File: src/rtl/fabric_load_arb_pkg.sv
// Shared types and constants for the fabric load arbiter.
package fabric_load_arb_pkg;

  localparam logic [1:0] ERR_NONE      = 2'd0;
  localparam logic [1:0] ERR_STRAY_RSP = 2'd1;
  localparam logic [1:0] ERR_OVERFLOW  = 2'd2;

  typedef enum logic {
    IDLE  = 1'b0,
    ISSUE = 1'b1
  } issue_state_t;

endpackage

File: src/rtl/fabric_rr_arbiter.sv
// Round-robin arbiter: first asserted request at or after ptr, wrapping at NUM_REQ-1.
module fabric_rr_arbiter #(
  parameter int unsigned NUM_REQ = 4,
  localparam int unsigned ID_W = $clog2(NUM_REQ)
) (
  input  logic [NUM_REQ-1:0] req,
  input  logic               enable,
  input  logic [ID_W-1:0]    ptr,
  output logic [NUM_REQ-1:0] grant,
  output logic [ID_W-1:0]    winner,
  output logic               any_grant
);

  logic [2*NUM_REQ-1:0] rotated;
  logic                 found;
  int unsigned          sum;

  // Rotate so that bit 0 is the requester at ptr, then take the lowest set bit.
  always_comb begin
    rotated = {req, req} >> ptr;
    found   = 1'b0;
    sum     = 0;
    for (int unsigned j = 0; j < NUM_REQ; j++) begin
      if (!found && rotated[j]) begin
        found = 1'b1;
        sum   = 32'(ptr) + j;
      end
    end
    if (sum >= NUM_REQ) sum = sum - NUM_REQ;
    winner    = ID_W'(sum);
    any_grant = enable && found;
    grant     = '0;
    if (any_grant) grant[winner] = 1'b1;
  end

endmodule

File: src/rtl/fabric_load_arbiter.sv
// Shares one in-order memory load port between NUM_REQ load PEs.
// Optional error reporting enabled by defining FABRIC_LOAD_ARB_ERR_EN.
module fabric_load_arbiter
  import fabric_load_arb_pkg::*;
#(
  parameter int unsigned NUM_REQ         = 4,
  parameter int unsigned ADDR_WIDTH      = 64,
  parameter int unsigned ELEM_WIDTH      = 32,
  parameter int unsigned MAX_OUTSTANDING = 8
) (
  input  logic                          clk,
  input  logic                          rst,
  input  logic [NUM_REQ-1:0]            req_valid,
  output logic [NUM_REQ-1:0]            req_ready,
  input  logic [NUM_REQ*ADDR_WIDTH-1:0] req_addr,
  output logic                          mem_addr_valid,
  input  logic                          mem_addr_ready,
  output logic [ADDR_WIDTH-1:0]         mem_addr_data,
  input  logic                          mem_data_valid,
  output logic                          mem_data_ready,
  input  logic [ELEM_WIDTH-1:0]         mem_data,
  output logic [NUM_REQ-1:0]            rsp_valid,
  input  logic [NUM_REQ-1:0]            rsp_ready,
  output logic [ELEM_WIDTH-1:0]         rsp_data,
  output logic                          busy
`ifdef FABRIC_LOAD_ARB_ERR_EN
  ,
  output logic                          err_valid,
  output logic [1:0]                    err_code
`endif
);

  localparam int unsigned ID_W  = $clog2(NUM_REQ);
  localparam int unsigned PTR_W = $clog2(MAX_OUTSTANDING);
  localparam int unsigned CNT_W = PTR_W + 1;

  issue_state_t          state;
  logic [ID_W-1:0]       rr_ptr;
  logic [ID_W-1:0]       winner;
  logic [ID_W-1:0]       head;
  logic [NUM_REQ-1:0]    grant;
  logic                  any_grant;
  logic                  capture_ok;
  logic                  push;
  logic                  pop;
  logic                  nonempty;
  logic [ADDR_WIDTH-1:0] sel_addr;
  logic [PTR_W-1:0]      wr_ptr;
  logic [PTR_W-1:0]      rd_ptr;
  logic [CNT_W-1:0]      count;
  logic [ID_W-1:0]       id_mem [MAX_OUTSTANDING];

  // Slot is reserved at capture; count compared before this cycle's pop.
  assign capture_ok = !rst && (count < CNT_W'(MAX_OUTSTANDING)) &&
                      ((state == IDLE) || mem_addr_ready);

  fabric_rr_arbiter #(.NUM_REQ(NUM_REQ)) u_rr (
    .req       (req_valid),
    .enable    (capture_ok),
    .ptr       (rr_ptr),
    .grant     (grant),
    .winner    (winner),
    .any_grant (any_grant)
  );

  assign req_ready      = grant;
  assign push           = any_grant;
  assign sel_addr       = req_addr[winner*ADDR_WIDTH +: ADDR_WIDTH];
  assign mem_addr_valid = (state == ISSUE);
  assign nonempty       = (count != '0);
  assign head           = id_mem[rd_ptr];
  assign rsp_data       = mem_data;
  assign busy           = nonempty || (state == ISSUE);
  assign pop            = mem_data_valid && mem_data_ready && nonempty;

`ifdef FABRIC_LOAD_ARB_ERR_EN
  // Stray responses on an empty FIFO are drained so the memory cannot lock up.
  assign mem_data_ready = !rst && (nonempty ? rsp_ready[head] : 1'b1);
`else
  assign mem_data_ready = nonempty && rsp_ready[head];
`endif

  always_comb begin
    rsp_valid = '0;
    if (mem_data_valid && nonempty) rsp_valid[head] = 1'b1;
  end

  // Issue register and round-robin pointer.
  always_ff @(posedge clk or posedge rst) begin
    if (rst) begin
      state         <= IDLE;
      mem_addr_data <= '0;
      rr_ptr        <= '0;
    end else begin
      case (state)
        IDLE: begin
          if (any_grant) state <= ISSUE;
        end
        ISSUE: begin
          if (mem_addr_ready && !any_grant) state <= IDLE;
        end
        default: state <= IDLE;
      endcase
      if (any_grant) begin
        mem_addr_data <= sel_addr;
        rr_ptr        <= (winner == ID_W'(NUM_REQ - 1)) ? '0 : winner + ID_W'(1);
      end
    end
  end

  // ID FIFO pointers and occupancy.
  always_ff @(posedge clk or posedge rst) begin
    if (rst) begin
      wr_ptr <= '0;
      rd_ptr <= '0;
      count  <= '0;
    end else begin
      if (push) wr_ptr <= wr_ptr + PTR_W'(1);
      if (pop)  rd_ptr <= rd_ptr + PTR_W'(1);
      case ({push, pop})
        2'b10:   count <= count + CNT_W'(1);
        2'b01:   count <= count - CNT_W'(1);
        default: count <= count;
      endcase
    end
  end

  always_ff @(posedge clk) begin
    if (push) id_mem[wr_ptr] <= winner;
  end

`ifdef FABRIC_LOAD_ARB_ERR_EN
  // Sticky error: first event wins until reset.
  always_ff @(posedge clk or posedge rst) begin
    if (rst) begin
      err_valid <= 1'b0;
      err_code  <= ERR_NONE;
    end else if (!err_valid) begin
      if (mem_data_valid && !nonempty) begin
        err_valid <= 1'b1;
        err_code  <= ERR_STRAY_RSP;
      end else if (push && !pop && (count == CNT_W'(MAX_OUTSTANDING))) begin
        err_valid <= 1'b1;
        err_code  <= ERR_OVERFLOW;
      end
    end
  end
`endif

endmodule

File: config.mk
export PLATFORM = sky130hd
export DESIGN_NAME = fabric_load_arbiter
export DESIGN_NICKNAME = d
export VERILOG_FILES = /design/src/rtl/fabric_load_arb_pkg.sv /design/src/rtl/fabric_rr_arbiter.sv /design/src/rtl/fabric_load_arbiter.sv
export SDC_FILE = /design/constraint.sdc
export NUM_CORES = 1
export LEC_CHECK = 0
export ABC_AREA = 1
export CORE_AREA = 2 2 160 162
export CTS_BUF_LIST = sky130_fd_sc_hd__clkbuf_4
export CTS_CLUSTER_SIZE = 40
export DETAILED_ROUTE_END_ITERATION = 10
export DIE_AREA = 0 0 162 164
export GPL_ROUTABILITY_DRIVEN = 0
export PLACE_DENSITY = 0.62
export RECOVER_POWER = 25
export SLEW_MARGIN = 25
export SYNTH_ARGS = -nofsm -noshare
export SYNTH_HDL_FRONTEND = slang
export SYNTH_HIERARCHICAL = 1
export SYNTH_SLANG_ARGS = --single-unit
File: constraint.sdc
create_clock -name clk -period 3.8 [get_ports clk]
set_clock_uncertainty 0.15 [all_clocks]
set_input_delay 0.38 -clock clk [delete_from_list [all_inputs] [get_ports clk]]
set_output_delay 0.38 -clock clk [all_outputs]
set_load 0.005 [all_outputs]
==> run metrics <==
Crit path arrival time=2.59 ns; Residual DRC=0; Antenna Nets Post-Route=0; initial drt markers=358; CTS Hold Bufs=0; first-pass GRT wire length=36200 microns; final worst path period need=3.12 ns; largest net degree at the start of global routing=82; final cell area excluding filler cells=9740 sq um; r2r worst-path depth=16; die width=162 microns; most repeated cell in the gate-level netlist after synthesis=nor2_1; DIE AREA=26600 sq um; Synth Area in Adders=0.0154; total number of vias=6791; top_reg_cell synth=dfrtp_1; Cell Area, Synth=6160 sq um; async set-reset flop share out of synthesis=0.828; effective utilization at floorplan=0.248; endpoint kind of the worst setup timing path=primary output; aggregate routed wire length=23800 microns; result of the run=finished with violations; dominant combinational cell family by area after synthesis=simple AND/OR/NAND/NOR gates; Clk Tree Root Cell=clkbuf_4; core area=24800 sq um; combined area of the multi-input logic cells=3110 sq um; vias per std cell=4.51; Top-Level Pins=407; number of antenna violations at the first check in global routing=3; maximum fanout count along the critical path=8; Peak supply drop=0.000823 V; TritonCTS clock tree=yes; RSZ-0062 raised after global routing=no; portion of netlist area occupied by mux cells=0; max capacitance violation total=1; top area cells in the synthesized netlist=dfrtp_1 (31%), nor2_1 (21%), o21ai_0 (11%), edfxtp_1 (7.8%), a31oi_1 (6.5%); Cells after Synth=892; global route overflow=0; routed wire length per instance=15.8 microns; final number of hold-violating endpoints=0; Reg area=2410 sq um; row count=58; Crit Path Class=flip-flop to primary output; synthesized flop and latch total=93; Synth Warn #=6; HP Class=input pin to flip-flop; all-layer global routing usage=0.175; delay of the slowest cell on the worst path=0.56 ns; Reg clk slew, reported paths=0.16 ns; sequential-to-total area share from yosys stat=0.391; Worst path most repeated cell=nand2_2; total count of max-transition violations in the final report=38; synthesized-area fraction occupied by ao, oa, aoi and oai cells=0.179; number of global-route vias before repair=6713; Nets=1474; cell count of the worst hold path=2; H-tree level count=3; share of cells above drive strength 1=0.0512; summed negative setup slack over all endpoints=0 ns; violations in the final reports=capacitance limit, slew limit; number of enable flip-flop cells after synthesis=16; # Post-CTS Setup Buffers=0; cell area reported after detailed placement=9640 sq um; # resized after CTS=0; area leader, netlist=dfrtp_1; fraction of synthesized cell area in xor and xnor cells=0.00853; startpoint class of the critical path=flip-flop; die outline height=164 microns; area delta synth->final=58.0%; post-synthesis average cell area=6.91 sq um; cells along the critical path=inv_4 -> nand2_2 -> nand3_1 -> nand2_2 -> inv_1 -> nor2_2 -> nand4_1 -> nand2_4 -> nand2_2 -> nor2_1 -> clkdlybuf4s50_1; final critical-path share of the clock period=0.820; final-report setup violation count=0; slew at the pin closest to its max-slew limit=1.72 ns; post-synthesis simple-gate area fraction=0.300; reported leakage power=0.00392 uW; max-slew headroom at the worst pin=-0.152; CTS Buffer Depth=2; number of input and output port buffers inserted=342; TritonCTS Sinks=93; syn nets=1199; required time at the worst-slack endpoint=3.27 ns; power density over the cells=858 nW/um^2; Max stage delay cell, worst path=dfrtp_1; leading cell types by count after synthesis=nor2_1 (340), o21ai_0 (131), dfrtp_1 (77); worst skew pair latency=0.48 ns; number of detailed-routing iterations run before antenna repair=4; number of distinct library cells after synthesis=35; TritonCTS Buffers=9; count of fill cells added during filler insertion=2652; HPWL reported at the end of detailed placement=17700 microns; highest achievable clock rate=0.321 GHz; share of the synthesized area in the top cell type=0.313; Post-Route Hold Slack=0.349 ns
## flip-flops by register name, summed over array words and instances (netlist names)
| register | flops |
|---|---|
| rr_ptr | 2 |
| rd_ptr | 3 |
| count | 4 |
| id_mem | 16 |
| mem_addr_data | 64 |
| mem_addr_valid | 1 |
| wr_ptr | 3 |
## worst max-delay path: cells and delay by family (launching register included)
| kind | cells | cell delay, ns |
|---|---|---|
| buffers and inverters | 3 | 0.68 |
| flip-flops | 1 | 0.56 |
| AND/OR/NAND/NOR | 8 | 0.91 |
## metal layers
| metal | global-route usage | up-vias | routed length (microns) |
|---|---|---|---|
| met1 | 0.214 | 3099 | 10100 |
| met5 | 0 | - | 0 |
| met3 | 0.0485 | 25 | 1590 |
| met4 | 0.0587 | 0 | 489 |
| li1 | - | 3442 | - |
| met2 | 0.297 | 225 | 11600 |
## through the flow
stage,util,setup slack [ns],total power [uW],cells
2_1_floorplan,-,1.16,5690,892
3_3_place_gp,0.388,0.733,7840,1486
3_5_place_dp,0.388,0.705,7920,1486
4_1_cts,0.393,0.653,8460,1502
5_1_grt,0.392,0.417,9280,1505
6_report,0.392,0.683,8350,1505
## logic make-up after synthesis
group           Yosys count
compound gates          203
xor+xnor                  6
flops                    93
fa+ha+maj                 7
buf+inv                 130
simple gates            453
## worst paths after layout
kind / from / end / slack (ns)
setup / recovery: rr_ptr[0] / req_ready[3] / 0.68
hold / removal: mem_addr_ready / mem_addr_valid / 0.35
setup reg to reg: rd_ptr[0] / count[3] / 0.95
hold reg to reg: count[3] / count[3] / 0.36
max in group asynchronous: rst / mem_addr_data[15] / 1.07
min in group asynchronous: rst / count[1] / 0.62
## cell usage in the layout (no fill, tap or decap), drive strengths merged, types with 11 or more instances in the layout
| cell type | count |
|---|---|
| o21ai | 134 |
| nand3 | 21 |
| a31oi | 64 |
| nor2 | 342 |
| buf | 11 |
| edfxtp | 16 |
| inv | 39 |
| clkdlybuf4s50 | 341 |
| nand2 | 77 |
| dfrtp | 77 |
## cell type report
type / instances / share of cell area
timing repair buffer: 354 / 0.362
multi-input combinational: 669 / 0.320
sequential: 93 / 0.247
tap: 330 / 0.0424
inverter: 40 / 0.0170
clock buffer: 9 / 0.00694
clock inverter: 7 / 0.00424
antenna: 3 / 0.000771
## where the power goes
part           internal, uW  switching [uW]
sequential             1520             323
combinational          2440            3560
clock                   131             384
total                  4080            4270
(Power assumes the default switching activity.)
